$ cat src/rtl/grf_wb_arbiter_pkg.sv
// Shared CPU constants for the GRF write-back arbiter and related port arbiters.
package grf_wb_arbiter_pkg;

  localparam int REG_ADDR_W = 5;
  localparam int DATA_W     = 32;

  // Register $0 is hard-wired to zero and is never written.
  localparam logic [REG_ADDR_W-1:0] REG_ZERO = 5'd0;

  // Requester indices; WB_MAIN has priority straight out of reset.
  localparam int WB_MAIN = 0;
  localparam int WB_MDU  = 1;
  localparam int WB_LSU  = 2;

  // Number of set bits in a request vector of up to four requesters.
  function automatic logic [2:0] req_popcount(input logic [3:0] v);
    logic [2:0] cnt;
    cnt = 3'd0;
    for (int i = 0; i < 4; i++) begin
      cnt = cnt + {2'b00, v[i]};
    end
    return cnt;
  endfunction

endpackage

$ cat src/rtl/grf_wb_arbiter_rr_pick.sv
// Round-robin priority picker: one-hot grant to the first set request bit,
// searching upward from the pointer and wrapping at NREQ. Purely combinational.
module grf_wb_arbiter_rr_pick #(
  parameter int NREQ  = 3,
  parameter int PTR_W = $clog2(NREQ)
) (
  input  logic [NREQ-1:0]  i_req,
  input  logic [PTR_W-1:0] i_ptr,
  output logic [NREQ-1:0]  o_grant
);

  logic             w_found;
  logic [PTR_W-1:0] w_idx;

  // Scan from the pointer position and grant the first requester found.
  always_comb begin
    o_grant = '0;
    w_found = 1'b0;
    w_idx   = '0;
    for (int k = 0; k < NREQ; k++) begin
      w_idx = PTR_W'((int'(i_ptr) + k) % NREQ);
      if (!w_found && i_req[w_idx]) begin
        o_grant[w_idx] = 1'b1;
        w_found        = 1'b1;
      end else begin
        w_found = w_found;
      end
    end
  end

endmodule

$ cat src/rtl/grf_wb_arbiter.sv
// GRF write-port arbiter: round-robin grant among write-back requesters,
// one registered write stage feeding the register file, rs/rt forwarding
// from that stage, and a saturating conflict counter for perf debug.
module grf_wb_arbiter
  import grf_wb_arbiter_pkg::*;
#(
  parameter int NREQ  = 3,
  parameter int CNT_W = 16
) (
  input  logic                       clk,
  input  logic                       Reset,
  input  logic [NREQ-1:0]            req_valid,
  input  logic [REG_ADDR_W*NREQ-1:0] req_addr,
  input  logic [DATA_W*NREQ-1:0]     req_data,
  input  logic [DATA_W*NREQ-1:0]     req_pc,
  output logic [NREQ-1:0]            req_ready,
  input  logic                       wb_hold,
  output logic                       RegWr,
  output logic [REG_ADDR_W-1:0]      RWAddr,
  output logic [DATA_W-1:0]          WrData,
  output logic [DATA_W-1:0]          WPC,
  input  logic [REG_ADDR_W-1:0]      rs,
  input  logic [REG_ADDR_W-1:0]      rt,
  output logic                       fwd_rs_hit,
  output logic [DATA_W-1:0]          fwd_rs_data,
  output logic                       fwd_rt_hit,
  output logic [DATA_W-1:0]          fwd_rt_data,
  output logic [CNT_W-1:0]           conflict_cnt
);

  localparam int PTR_W = $clog2(NREQ);

  logic                  r_wb_valid;
  logic [REG_ADDR_W-1:0] r_rw_addr;
  logic [DATA_W-1:0]     r_wr_data;
  logic [DATA_W-1:0]     r_wpc;
  logic [PTR_W-1:0]      r_rr_ptr;
  logic [CNT_W-1:0]      r_conflict_cnt;

  logic [NREQ-1:0]       w_pick;
  logic [NREQ-1:0]       w_ready;
  logic                  w_fire;
  logic [PTR_W-1:0]      w_sel_idx;
  logic [PTR_W-1:0]      w_next_ptr;
  logic [REG_ADDR_W-1:0] w_sel_addr;
  logic [DATA_W-1:0]     w_sel_data;
  logic [DATA_W-1:0]     w_sel_pc;
  logic [3:0]            w_valid4;
  logic                  w_multi;

  grf_wb_arbiter_rr_pick #(
    .NREQ  (NREQ),
    .PTR_W (PTR_W)
  ) u_rr_pick (
    .i_req   (req_valid),
    .i_ptr   (r_rr_ptr),
    .o_grant (w_pick)
  );

  // Suppress grants while hold is high or reset is asserted.
  always_comb begin
    if (wb_hold || !Reset) begin
      w_ready = '0;
    end else begin
      w_ready = w_pick;
    end
  end

  // Mux out the payload of the granted requester.
  always_comb begin
    w_fire     = 1'b0;
    w_sel_idx  = '0;
    w_sel_addr = '0;
    w_sel_data = '0;
    w_sel_pc   = '0;
    for (int i = 0; i < NREQ; i++) begin
      if (w_ready[i] && req_valid[i]) begin
        w_fire     = 1'b1;
        w_sel_idx  = PTR_W'(i);
        w_sel_addr = req_addr[REG_ADDR_W*i +: REG_ADDR_W];
        w_sel_data = req_data[DATA_W*i +: DATA_W];
        w_sel_pc   = req_pc[DATA_W*i +: DATA_W];
      end else begin
        w_fire = w_fire;
      end
    end
  end

  // Pointer moves to the requester just after the one granted, wrapping.
  always_comb begin
    if (w_sel_idx == PTR_W'(NREQ - 1)) begin
      w_next_ptr = '0;
    end else begin
      w_next_ptr = w_sel_idx + PTR_W'(1);
    end
  end

  // A conflict is two or more simultaneous requests while arbitration runs.
  always_comb begin
    w_valid4             = 4'b0000;
    w_valid4[NREQ-1:0]   = req_valid;
    w_multi              = (req_popcount(w_valid4) >= 3'd2) && !wb_hold;
  end

  // Write stage: capture the granted write; drains unconditionally each cycle.
  always_ff @(posedge clk or negedge Reset) begin
    if (!Reset) begin
      r_wb_valid <= 1'b0;
      r_rw_addr  <= '0;
      r_wr_data  <= '0;
      r_wpc      <= '0;
    end else if (w_fire) begin
      r_wb_valid <= 1'b1;
      r_rw_addr  <= w_sel_addr;
      r_wr_data  <= w_sel_data;
      r_wpc      <= w_sel_pc;
    end else begin
      r_wb_valid <= 1'b0;
    end
  end

  // Round-robin pointer advances only on a completed transfer.
  always_ff @(posedge clk or negedge Reset) begin
    if (!Reset) begin
      r_rr_ptr <= '0;
    end else if (w_fire) begin
      r_rr_ptr <= w_next_ptr;
    end else begin
      r_rr_ptr <= r_rr_ptr;
    end
  end

  // Saturating conflict counter; sticks at all-ones instead of wrapping.
  always_ff @(posedge clk or negedge Reset) begin
    if (!Reset) begin
      r_conflict_cnt <= '0;
    end else if (w_multi && (r_conflict_cnt != {CNT_W{1'b1}})) begin
      r_conflict_cnt <= r_conflict_cnt + CNT_W'(1);
    end else begin
      r_conflict_cnt <= r_conflict_cnt;
    end
  end

  assign req_ready    = w_ready;
  assign RegWr        = r_wb_valid && (r_rw_addr != REG_ZERO);
  assign RWAddr       = r_rw_addr;
  assign WrData       = r_wr_data;
  assign WPC          = r_wpc;
  assign conflict_cnt = r_conflict_cnt;

  // A write to $0 never forwards, matching the GRF's hard-wired zero.
  assign fwd_rs_hit  = r_wb_valid && (r_rw_addr == rs) && (rs != REG_ZERO);
  assign fwd_rs_data = fwd_rs_hit ? r_wr_data : {DATA_W{1'b0}};
  assign fwd_rt_hit  = r_wb_valid && (r_rw_addr == rt) && (rt != REG_ZERO);
  assign fwd_rt_data = fwd_rt_hit ? r_wr_data : {DATA_W{1'b0}};

endmodule

$ cat config.mk
export PLATFORM = sky130hd
export DESIGN_NAME = grf_wb_arbiter
export DESIGN_NICKNAME = d
export VERILOG_FILES = /design/src/rtl/grf_wb_arbiter_pkg.sv /design/src/rtl/grf_wb_arbiter_rr_pick.sv /design/src/rtl/grf_wb_arbiter.sv
export SDC_FILE = /design/constraint.sdc
export NUM_CORES = 1
export LEC_CHECK = 0
export ABC_AREA = 0
export BUFFER_PORTS_ARGS = -buffer_cell sky130_fd_sc_hd__buf_2
export CAP_MARGIN = 20
export CORE_AREA = 3 3 144 146
export CTS_CLUSTER_DIAMETER = 50
export DETAILED_ROUTE_END_ITERATION = 6
export DIE_AREA = 0 0 147 149
export SLEW_MARGIN = 20
export SYNTH_ARGS = -nofsm -noshare
export SYNTH_HDL_FRONTEND = slang
export SYNTH_SLANG_ARGS = --single-unit
$ cat constraint.sdc
create_clock -name clk -period 2.4 [get_ports clk]
set_clock_uncertainty 0.05 [all_clocks]
set_input_delay 0.24 -clock clk [delete_from_list [all_inputs] [get_ports clk]]
set_output_delay 0.24 -clock clk [all_outputs]
set_load 0.05 [all_outputs]
After elaboration in Yosys (flattened, before gate mapping) --
Index checks and enable logic that the tools add are counted.
Word-level totals: flip-flop bits (word level) 88, output and inout port bits 155, input port bits 223
Operators by class: $add $sub $neg 6, multiplexer cells 36, bitwise logic cells 2, order comparisons 7, reduce and logical (&&, ||, !) cells 23, equality and inequality tests 4, divide/modulo/power cells 3
Operators by type and width (count):
- two-way mux 32 bit | 8
- remainder unit 32 x 3 -> 32 bit (second input constant) | 2
- remainder unit 3 x 3 -> 32 bit (second input constant) | 1
- adder 16 x 1 -> 16 bit (second input constant) | 1
- inequality test 16 bit (second input constant) | 1
- logical AND 1 bit | 15
- two-way mux 5 bit | 3
- nonzero test 5 bit | 3
- two-way mux 1 bit | 13
- two-way mux 3 bit | 4
- == test 5 bit | 2
- less-than comparator 2 x 3 -> 1 bit (second input constant) | 3
- binary-select mux 1 bit (select 2 bit) | 3
- demux 1 bit (select 2 bit) | 3
- >= comparator 2 x 1 -> 1 bit (second input constant) | 3
- bitwise OR 3 bit | 2
- zero test 1 bit | 4
- two-way mux 2 bit | 2
- adder 2 x 1 -> 3 bit | 1
- adder 2 x 1 -> 3 bit (second input constant) | 1
- adder 2 x 2 -> 3 bit (second input constant) | 1
- >= comparator 3 x 2 -> 1 bit (second input constant) | 1
- adder 1 x 1 -> 2 bit | 1
- adder 2 x 1 -> 2 bit (second input constant) | 1
- other kinds (2) | 2

Longest topological paths before layout --
word-level depth 16, mapped depth 11, depth with buffers taken out 8

Cells and area by module --
Synthesis repeated with hierarchy kept, for this count alone.
Unflattened totals: cell total of the unflattened synthesis 520, area total of the unflattened synthesis 4968.5 um2
By module, submodules not included:
- grf_wb_arbiter | times used 1, cells an instance 484, area each 4695.8 um2
- grf_wb_arbiter_rr_pick | times used 1, cells an instance 36, area each 272.8 um2

Least setup slack after synthesis --
Ideal clock, no wire load.
path type register to output, start reg r_rw_addr[0], in the netlist RWAddr[0], end out fwd_rs_data[6], stages on the path, launching flop included 6, data arrival time 4193 ps, setup slack -2083 ps, data required time 2110 ps, path buffers 0, cell sequence dfrtp_1 nor4_1 a21boi_0 nand4_1 nor3_1 and2_1
On the way: cells in the longest elaborated chain, start to end 4
RTL lines:
- start, declared | line grf_wb_arbiter.sv:34 | logic [REG_ADDR_W-1:0] r_rw_addr;
- start signal, assigned | line grf_wb_arbiter.sv:114 | r_rw_addr <= w_sel_addr;
- == test 5 bit | line grf_wb_arbiter.sv:152 | assign fwd_rs_hit = r_wb_valid && (r_rw_addr == rs) && (rs != REG_ZERO);
- logical AND 1 bit (2 in a row) | line grf_wb_arbiter.sv:152
- via fwd_rs_hit | line grf_wb_arbiter.sv:24 | output logic fwd_rs_hit,
- two-way mux 32 bit | line grf_wb_arbiter.sv:153 | assign fwd_rs_data = fwd_rs_hit ? r_wr_data : {DATA_W{1'b0}};
- end, declared | line grf_wb_arbiter.sv:25 | output logic [DATA_W-1:0] fwd_rs_data,
The timed path passes the listed nets, and every way through them passes these cells.

Worst setup path after layout --
start reg r_rr_ptr[1], end reg r_wr_data[6], in the netlist WrData[6]
On the way: cells in the longest elaborated chain, start to end 15, elaborated cells between the ends (all ways) 47, those cells by class add/sub: 2; div: 3; order compare: 6; mux: 24; bitwise: 2; reduce/logical: 10
RTL lines:
- start, declared | line grf_wb_arbiter.sv:37 | logic [PTR_W-1:0] r_rr_ptr;
- start signal, assigned | line grf_wb_arbiter.sv:127 | r_rr_ptr <= w_next_ptr;
- start signal, assigned | line grf_wb_arbiter.sv:129 | r_rr_ptr <= r_rr_ptr;
- adder 2 x 1 -> 3 bit or remainder unit 3 x 3 -> 32 bit (tied branches) | line grf_wb_arbiter_rr_pick.sv:21 | w_idx = PTR_W'((int'(i_ptr) + k) % NREQ);
- remainder unit 32 x 3 -> 32 bit (tied with other cells) | line grf_wb_arbiter_rr_pick.sv:21
- less-than comparator 2 x 3 -> 1 bit (not written as such) (tied with other cells) | line grf_wb_arbiter_rr_pick.sv:23 | o_grant[w_idx] = 1'b1;
- logical AND 1 bit (not written as such) (tied with other cells) | line grf_wb_arbiter_rr_pick.sv:23
- two-way mux 1 bit (not written as such) (tied with other cells) | line grf_wb_arbiter_rr_pick.sv:23
- demux 1 bit (select 2 bit) (tied with other cells)
- bitwise OR 3 bit (no source line) or two-way mux 1 bit (tied branches)
- two-way mux 3 bit or zero test 1 bit (tied branches) | line grf_wb_arbiter_rr_pick.sv:22 | if (!w_found && i_req[w_idx]) begin
- bitwise OR 3 bit (no source line) or logical AND 1 bit (tied branches)
- two-way mux 3 bit (*) | line grf_wb_arbiter_rr_pick.sv:22
- two-way mux 3 bit (*) | line grf_wb_arbiter.sv:62 | if (wb_hold || !Reset) begin
- logical AND 1 bit | line grf_wb_arbiter.sv:77 | if (w_ready[i] && req_valid[i]) begin
- two-way mux 32 bit or two-way mux 1 bit (tied branches) (3 in a row) | line grf_wb_arbiter.sv:77
- end signal, assigned | line grf_wb_arbiter.sv:115 | r_wr_data <= w_sel_data;
- end, declared | line grf_wb_arbiter.sv:35 | logic [DATA_W-1:0] r_wr_data;
Mark *: on every way between the ends. The rest lies on a longest branch, timed or not. The select of a mux whose other input is x is not followed. A chain may end at the register's enable or synchronous reset.

==> flow_summary.html <==
<table>
<tr><th>Metric</th><th>Value</th></tr>
<tr><th colspan="2">Status</th></tr>
<tr><td>Run status</td><td>finished with violations</td></tr>
<tr><td>Failing checks</td><td>DRC, setup timing</td></tr>
<tr><th colspan="2">Worst setup path</th></tr>
<tr><td>Category of the worst setup path launch point</td><td>flip-flop</td></tr>
<tr><td>Worst r2r path cells</td><td>10</td></tr>
<tr><td>Launch point of the worst reg-to-reg path</td><td>r_rr_ptr[1]</td></tr>
<tr><td>Critical path arrival</td><td>2710 ps</td></tr>
<tr><td>Register-to-register path setup slack</td><td>-120 ps</td></tr>
<tr><td>Critical-path maximum fanout</td><td>7</td></tr>
<tr><td>Nature of the critical path endpoint</td><td>flip-flop</td></tr>
<tr><td>Type of the worst setup path</td><td>reg2reg</td></tr>
<tr><td>Capture instance of the worst register-to-register path</td><td>WrData[6]</td></tr>
<tr><td>Required @ worst endpoint</td><td>approximately 2600 ps</td></tr>
<tr><th colspan="2">Die</th></tr>
<tr><td>I/O pin cnt</td><td>378</td></tr>
<tr><td>Effective utilization at floorplan</td><td>between 20% and 30%</td></tr>
<tr><td>Die area</td><td>21900 um2</td></tr>
<tr><td>Core region area</td><td>19500 um2</td></tr>
<tr><td>Number of rows in the core area</td><td>between 50 and 60</td></tr>
<tr><td>Die X-Extent</td><td>147 um</td></tr>
<tr><td>Chip height</td><td>around 150 um</td></tr>
<tr><th colspan="2">Logic synthesis</th></tr>
<tr><td>Count of yosys warnings during synthesis</td><td>0</td></tr>
<tr><td>Netlist Area Pre-Place</td><td>5520 um2</td></tr>
<tr><td>Distinct cells, synth</td><td>46</td></tr>
<tr><td>Syn nets</td><td>around 900</td></tr>
<tr><td>Fraction of the yosys area taken by sequential cells</td><td>39.9%</td></tr>
<tr><td>Mean instance size in the synthesized netlist</td><td>just over 8 um2</td></tr>
<tr><td>Cell count after synthesis</td><td>670</td></tr>
<tr><td>Post-synth top flop</td><td>sky130_fd_sc_hd__dfrtp_1</td></tr>
<tr><td>Async set-reset flop share out of synthesis</td><td>100%</td></tr>
<tr><td>Count of flip-flops with a built-in enable after synthesis</td><td>0</td></tr>
<tr><td>Synthesized flop and latch total</td><td>88</td></tr>
<tr><th colspan="2">Job</th></tr>
<tr><td>Max capacitance violation total</td><td>0</td></tr>
<tr><th colspan="2">CTS</th></tr>
<tr><td>Num CTS Buffers</td><td>9</td></tr>
<tr><td>H-Tree Depth</td><td>3</td></tr>
<tr><td>Number of clock sinks</td><td>88</td></tr>
<tr><td>Later-pin clock latency in the skew report</td><td>330 ps</td></tr>
<tr><td>Worst-path clk slew</td><td>approximately 80 ps</td></tr>
<tr><td>CTS Buffer Depth</td><td>2</td></tr>
<tr><td>Clock root buffer master</td><td>sky130_fd_sc_hd__clkbuf_16</td></tr>
<tr><td>Clock tree from TritonCTS</td><td>done</td></tr>
<tr><th colspan="2">STA</th></tr>
<tr><td>Final setup violation count</td><td>82</td></tr>
<tr><td>Final Cycle Share</td><td>105%</td></tr>
<tr><td>Slew @ Worst Pin</td><td>749 ps</td></tr>
<tr><td>Number of hold violations in the final report</td><td>0</td></tr>
<tr><td>Unrepaired setup endpoints after global routing</td><td>true</td></tr>
<tr><td>Post-route worst setup slack</td><td>-116 ps</td></tr>
<tr><td>Hold Worst Slack</td><td>about 110 ps</td></tr>
<tr><td>Min Tclk post-route</td><td>2520 ps</td></tr>
<tr><td>Top achievable clock speed</td><td>397 MHz</td></tr>
<tr><td>Number of pins with negative max-slew slack in the final report</td><td>0</td></tr>
<tr><td>Relative slew slack</td><td>50.1%</td></tr>
<tr><th colspan="2">Placement</th></tr>
<tr><td>Routability congestion estimate from global placement</td><td>between 0.8 and 0.9</td></tr>
<tr><td>Placed wire-length estimate</td><td>19.1 mm</td></tr>
<tr><td>Area of placed instances</td><td>8670 um2</td></tr>
<tr><td>Count of input and output buffers</td><td>377</td></tr>
<tr><td>Post-place setup slack</td><td>-209 ps</td></tr>
<tr><th colspan="2">Global routing</th></tr>
<tr><td>Pin count of the biggest net entering global routing</td><td>52</td></tr>
<tr><td>Residual overflow from global routing</td><td>0</td></tr>
<tr><td>Global-route wire length before repair</td><td>just under 40 mm</td></tr>
<tr><td>Number of global-route vias before repair</td><td>7020</td></tr>
<tr><td>GRT Resource Usage Total</td><td>22.4%</td></tr>
<tr><td>Number of antenna violations at the first check in global routing</td><td>2</td></tr>
<tr><th colspan="2">Finish</th></tr>
<tr><td>Fraction of final layout cells sized beyond drive strength 1</td><td>between 50% and 60%</td></tr>
<tr><td>Final layout net count</td><td>roughly 1300</td></tr>
<tr><td>Cell area after layout</td><td>9850 um2</td></tr>
<tr><td>Syn-to-layout area delta</td><td>78.6%</td></tr>
<tr><th colspan="2">Hold path</th></tr>
<tr><td>Start point of the worst min-delay path</td><td>req_pc[87]</td></tr>
<tr><td>Hold crit path type</td><td>in2reg</td></tr>
<tr><td>Hold Path Sink</td><td>WPC[23]</td></tr>
<tr><td>Number of cells on the worst hold path</td><td>3</td></tr>
<tr><th colspan="2">Detailed routing</th></tr>
<tr><td>Initial DRC count</td><td>approximately 380</td></tr>
<tr><td>Routed Antenna Nets</td><td>0</td></tr>
<tr><td>Detailed-routing iteration count for the pre-antenna-repair pass</td><td>7</td></tr>
<tr><td>Post-route DRC violation count</td><td>2</td></tr>
<tr><td>Vias per inst</td><td>5.16</td></tr>
<tr><td>Wire per inst</td><td>19.0 um</td></tr>
<tr><td>Routed vias</td><td>6942</td></tr>
<tr><td>Total Wirelength</td><td>between 20 and 30 mm</td></tr>
<tr><th colspan="2">Power and ir drop</th></tr>
<tr><td>Power density over the cells</td><td>approximately 1200 nW/um2</td></tr>
<tr><td>Standby leakage power</td><td>4.56 nW</td></tr>
<tr><td>IR Drop Worst-Case VDD</td><td>0.690 mV</td></tr>
</table>
-- critical path, cell delays in order (launching register included) --
cell	delay, ps
sky130_fd_sc_hd__dfrtp_2	450
sky130_fd_sc_hd__ha_4	280
sky130_fd_sc_hd__mux2i_2	150
sky130_fd_sc_hd__o211a_1	290
sky130_fd_sc_hd__a2111oi_4	290
sky130_fd_sc_hd__buf_4	190
sky130_fd_sc_hd__a31oi_4	40
sky130_fd_sc_hd__buf_12	150
sky130_fd_sc_hd__and2_4	180
sky130_fd_sc_hd__buf_12	150
sky130_fd_sc_hd__a22o_1	190
-- layout make-up --
cell class	count	area, um2
Fill cell	1801	9670
Multi-Input combinational cell	450	3520
Timing Repair Buffer	448	3190
Sequential cell	88	2210
Tap cell	265	332
Inverter	75	282
Clock buffer	12	256
Clock inverter	4	52.6
Antenna cell	3	7.51
-- report_power, final --
group / total, mW / switching, mW / leakage, nW / internal, mW
logic: 7.88 / 5.31 / 3.38 / 2.56
registers: 2.76 / 0.571 / 1.03 / 2.18
clock network: 1.49 / 0.627 / 0.153 / 0.868
total: 12.1 / 6.51 / 4.56 / 5.62
-- stage by stage --
step	util (%)	TNS (ps)	cells	total power, mW
6_report	50.5	-3810	1345	12.1
5_1_grt	50.4	-13050	1344	12.7
4_1_cts	49.0	-4540	1340	12.0
3_5_place_dp	44.4	-11800	1305	9.97
3_3_place_gp	44.4	-9390	1305	9.91
2_1_floorplan	-	-5060	670	7.75
-- logic make-up (layout without fill, tap and decap cells) --
| group | count (synthesis) | count (layout) | share of synthesized area [%] |
|---|---|---|---|
| adders and majority gates | 6 | 6 | 1.36 |
| DFF | 88 | 88 | 39.9 |
| xor gates and xnor gates | 24 | 24 | 3.81 |
| other | 0 | 3 | 0 |
| and+or+nand+nor | 250 | 251 | 23.1 |
| buffers and inverters | 133 | 539 | 9.59 |
| muxes | 5 | 5 | 0.953 |
| AOI/OAI and AO/OA | 164 | 164 | 21.3 |
-- synthesized netlist by cell type (2+ instances only) --
| master | instances | area [um2] |
|---|---|---|
| sky130_fd_sc_hd__clkbuf_1 | 46 | 173 |
| sky130_fd_sc_hd__o211a_1 | 2 | 20.0 |
| sky130_fd_sc_hd__nand3b_1 | 3 | 22.5 |
| sky130_fd_sc_hd__nand2_1 | 75 | 282 |
| sky130_fd_sc_hd__nand3_1 | 76 | 380 |
| sky130_fd_sc_hd__o21ai_0 | 73 | 365 |
| sky130_fd_sc_hd__a21oi_1 | 5 | 25.0 |
| sky130_fd_sc_hd__and2_1 | 36 | 225 |
| sky130_fd_sc_hd__and4_1 | 2 | 17.5 |
| sky130_fd_sc_hd__mux2i_1 | 3 | 30.0 |
| sky130_fd_sc_hd__nor3_1 | 2 | 10.0 |
| sky130_fd_sc_hd__a32oi_1 | 68 | 596 |
| sky130_fd_sc_hd__dfrtp_1 | 88 | 2200 |
| sky130_fd_sc_hd__nor2_1 | 6 | 22.5 |
| sky130_fd_sc_hd__nand4_1 | 5 | 31.3 |
| sky130_fd_sc_hd__nor4_1 | 33 | 206 |
| sky130_fd_sc_hd__buf_6 | 2 | 22.5 |
| sky130_fd_sc_hd__xor2_1 | 8 | 70.1 |
| sky130_fd_sc_hd__ha_1 | 6 | 75.1 |
| sky130_fd_sc_hd__a211oi_1 | 2 | 15.0 |
| sky130_fd_sc_hd__or2_2 | 2 | 12.5 |
| sky130_fd_sc_hd__a21boi_1 | 2 | 15.0 |
| sky130_fd_sc_hd__buf_2 | 9 | 45.0 |
| sky130_fd_sc_hd__xnor2_1 | 16 | 140 |
| sky130_fd_sc_hd__nor2b_1 | 3 | 18.8 |
| sky130_fd_sc_hd__and3_1 | 4 | 25.0 |
| sky130_fd_sc_hd__inv_1 | 74 | 278 |
-- layer usage --
layer	vias to the layer above	wire [um]	GRT usage, %	part of all wire (%)
met5	-	0	0	0
met4	0	765	8.29	3.0
met3	48	1850	4.22	7.2
met2	349	12800	38.9	50
met1	3335	10200	27.8	40
li1	3210	-	-	-
-- worst max-delay path by stage --
stage / startpoint / to / slack [ps] / cells after the start
after global placement: r_rr_ptr[1] / WrData[2] / -170 / 10
after detailed placement: r_rr_ptr[1] / WPC[28] / -210 / 10
after floorplan: RWAddr[0] / fwd_rs_data[0] / -270 / 5
final: r_rr_ptr[1] / WrData[6] / -120 / 10
after CTS: r_rr_ptr[0] / WrData[6] / -130 / 11
after global routing: r_rr_ptr[1] / WrData[6] / -180 / 10
-- flip-flops by register name (all words and copies together) (netlist names) --
| name | cells |
|---|---|
| RWAddr | 5 |
| WPC | 32 |
| WrData | 32 |
| conflict_cnt | 16 |
| r_rr_ptr | 2 |
| r_wb_valid | 1 |
-- what timing repair did --
| action | CTS | global route |
|---|---|---|
| buffers inserted | 17 | 2 |
| endpoints found under the setup margin | 130 | 138 |
| gates resized for setup | 103 | 100 |
| gates cloned | 2 | 0 |
| endpoints found under the hold margin | 37 | 0 |
| pin swaps | 20 | 13 |
| hold buffers | 1 | 0 |
-- layout by cell type, fill, tap and decap left out, types with 31 or more instances in the layout --
cell,n
sky130_fd_sc_hd__buf_2,311
sky130_fd_sc_hd__dfrtp_1,82
sky130_fd_sc_hd__nand2_1,74
sky130_fd_sc_hd__nand3_1,72
sky130_fd_sc_hd__inv_1,71
sky130_fd_sc_hd__buf_6,61
sky130_fd_sc_hd__a32oi_1,59
sky130_fd_sc_hd__o21ai_0,57
sky130_fd_sc_hd__buf_4,44
sky130_fd_sc_hd__nor4_4,31
(Power assumes the default switching activity.)
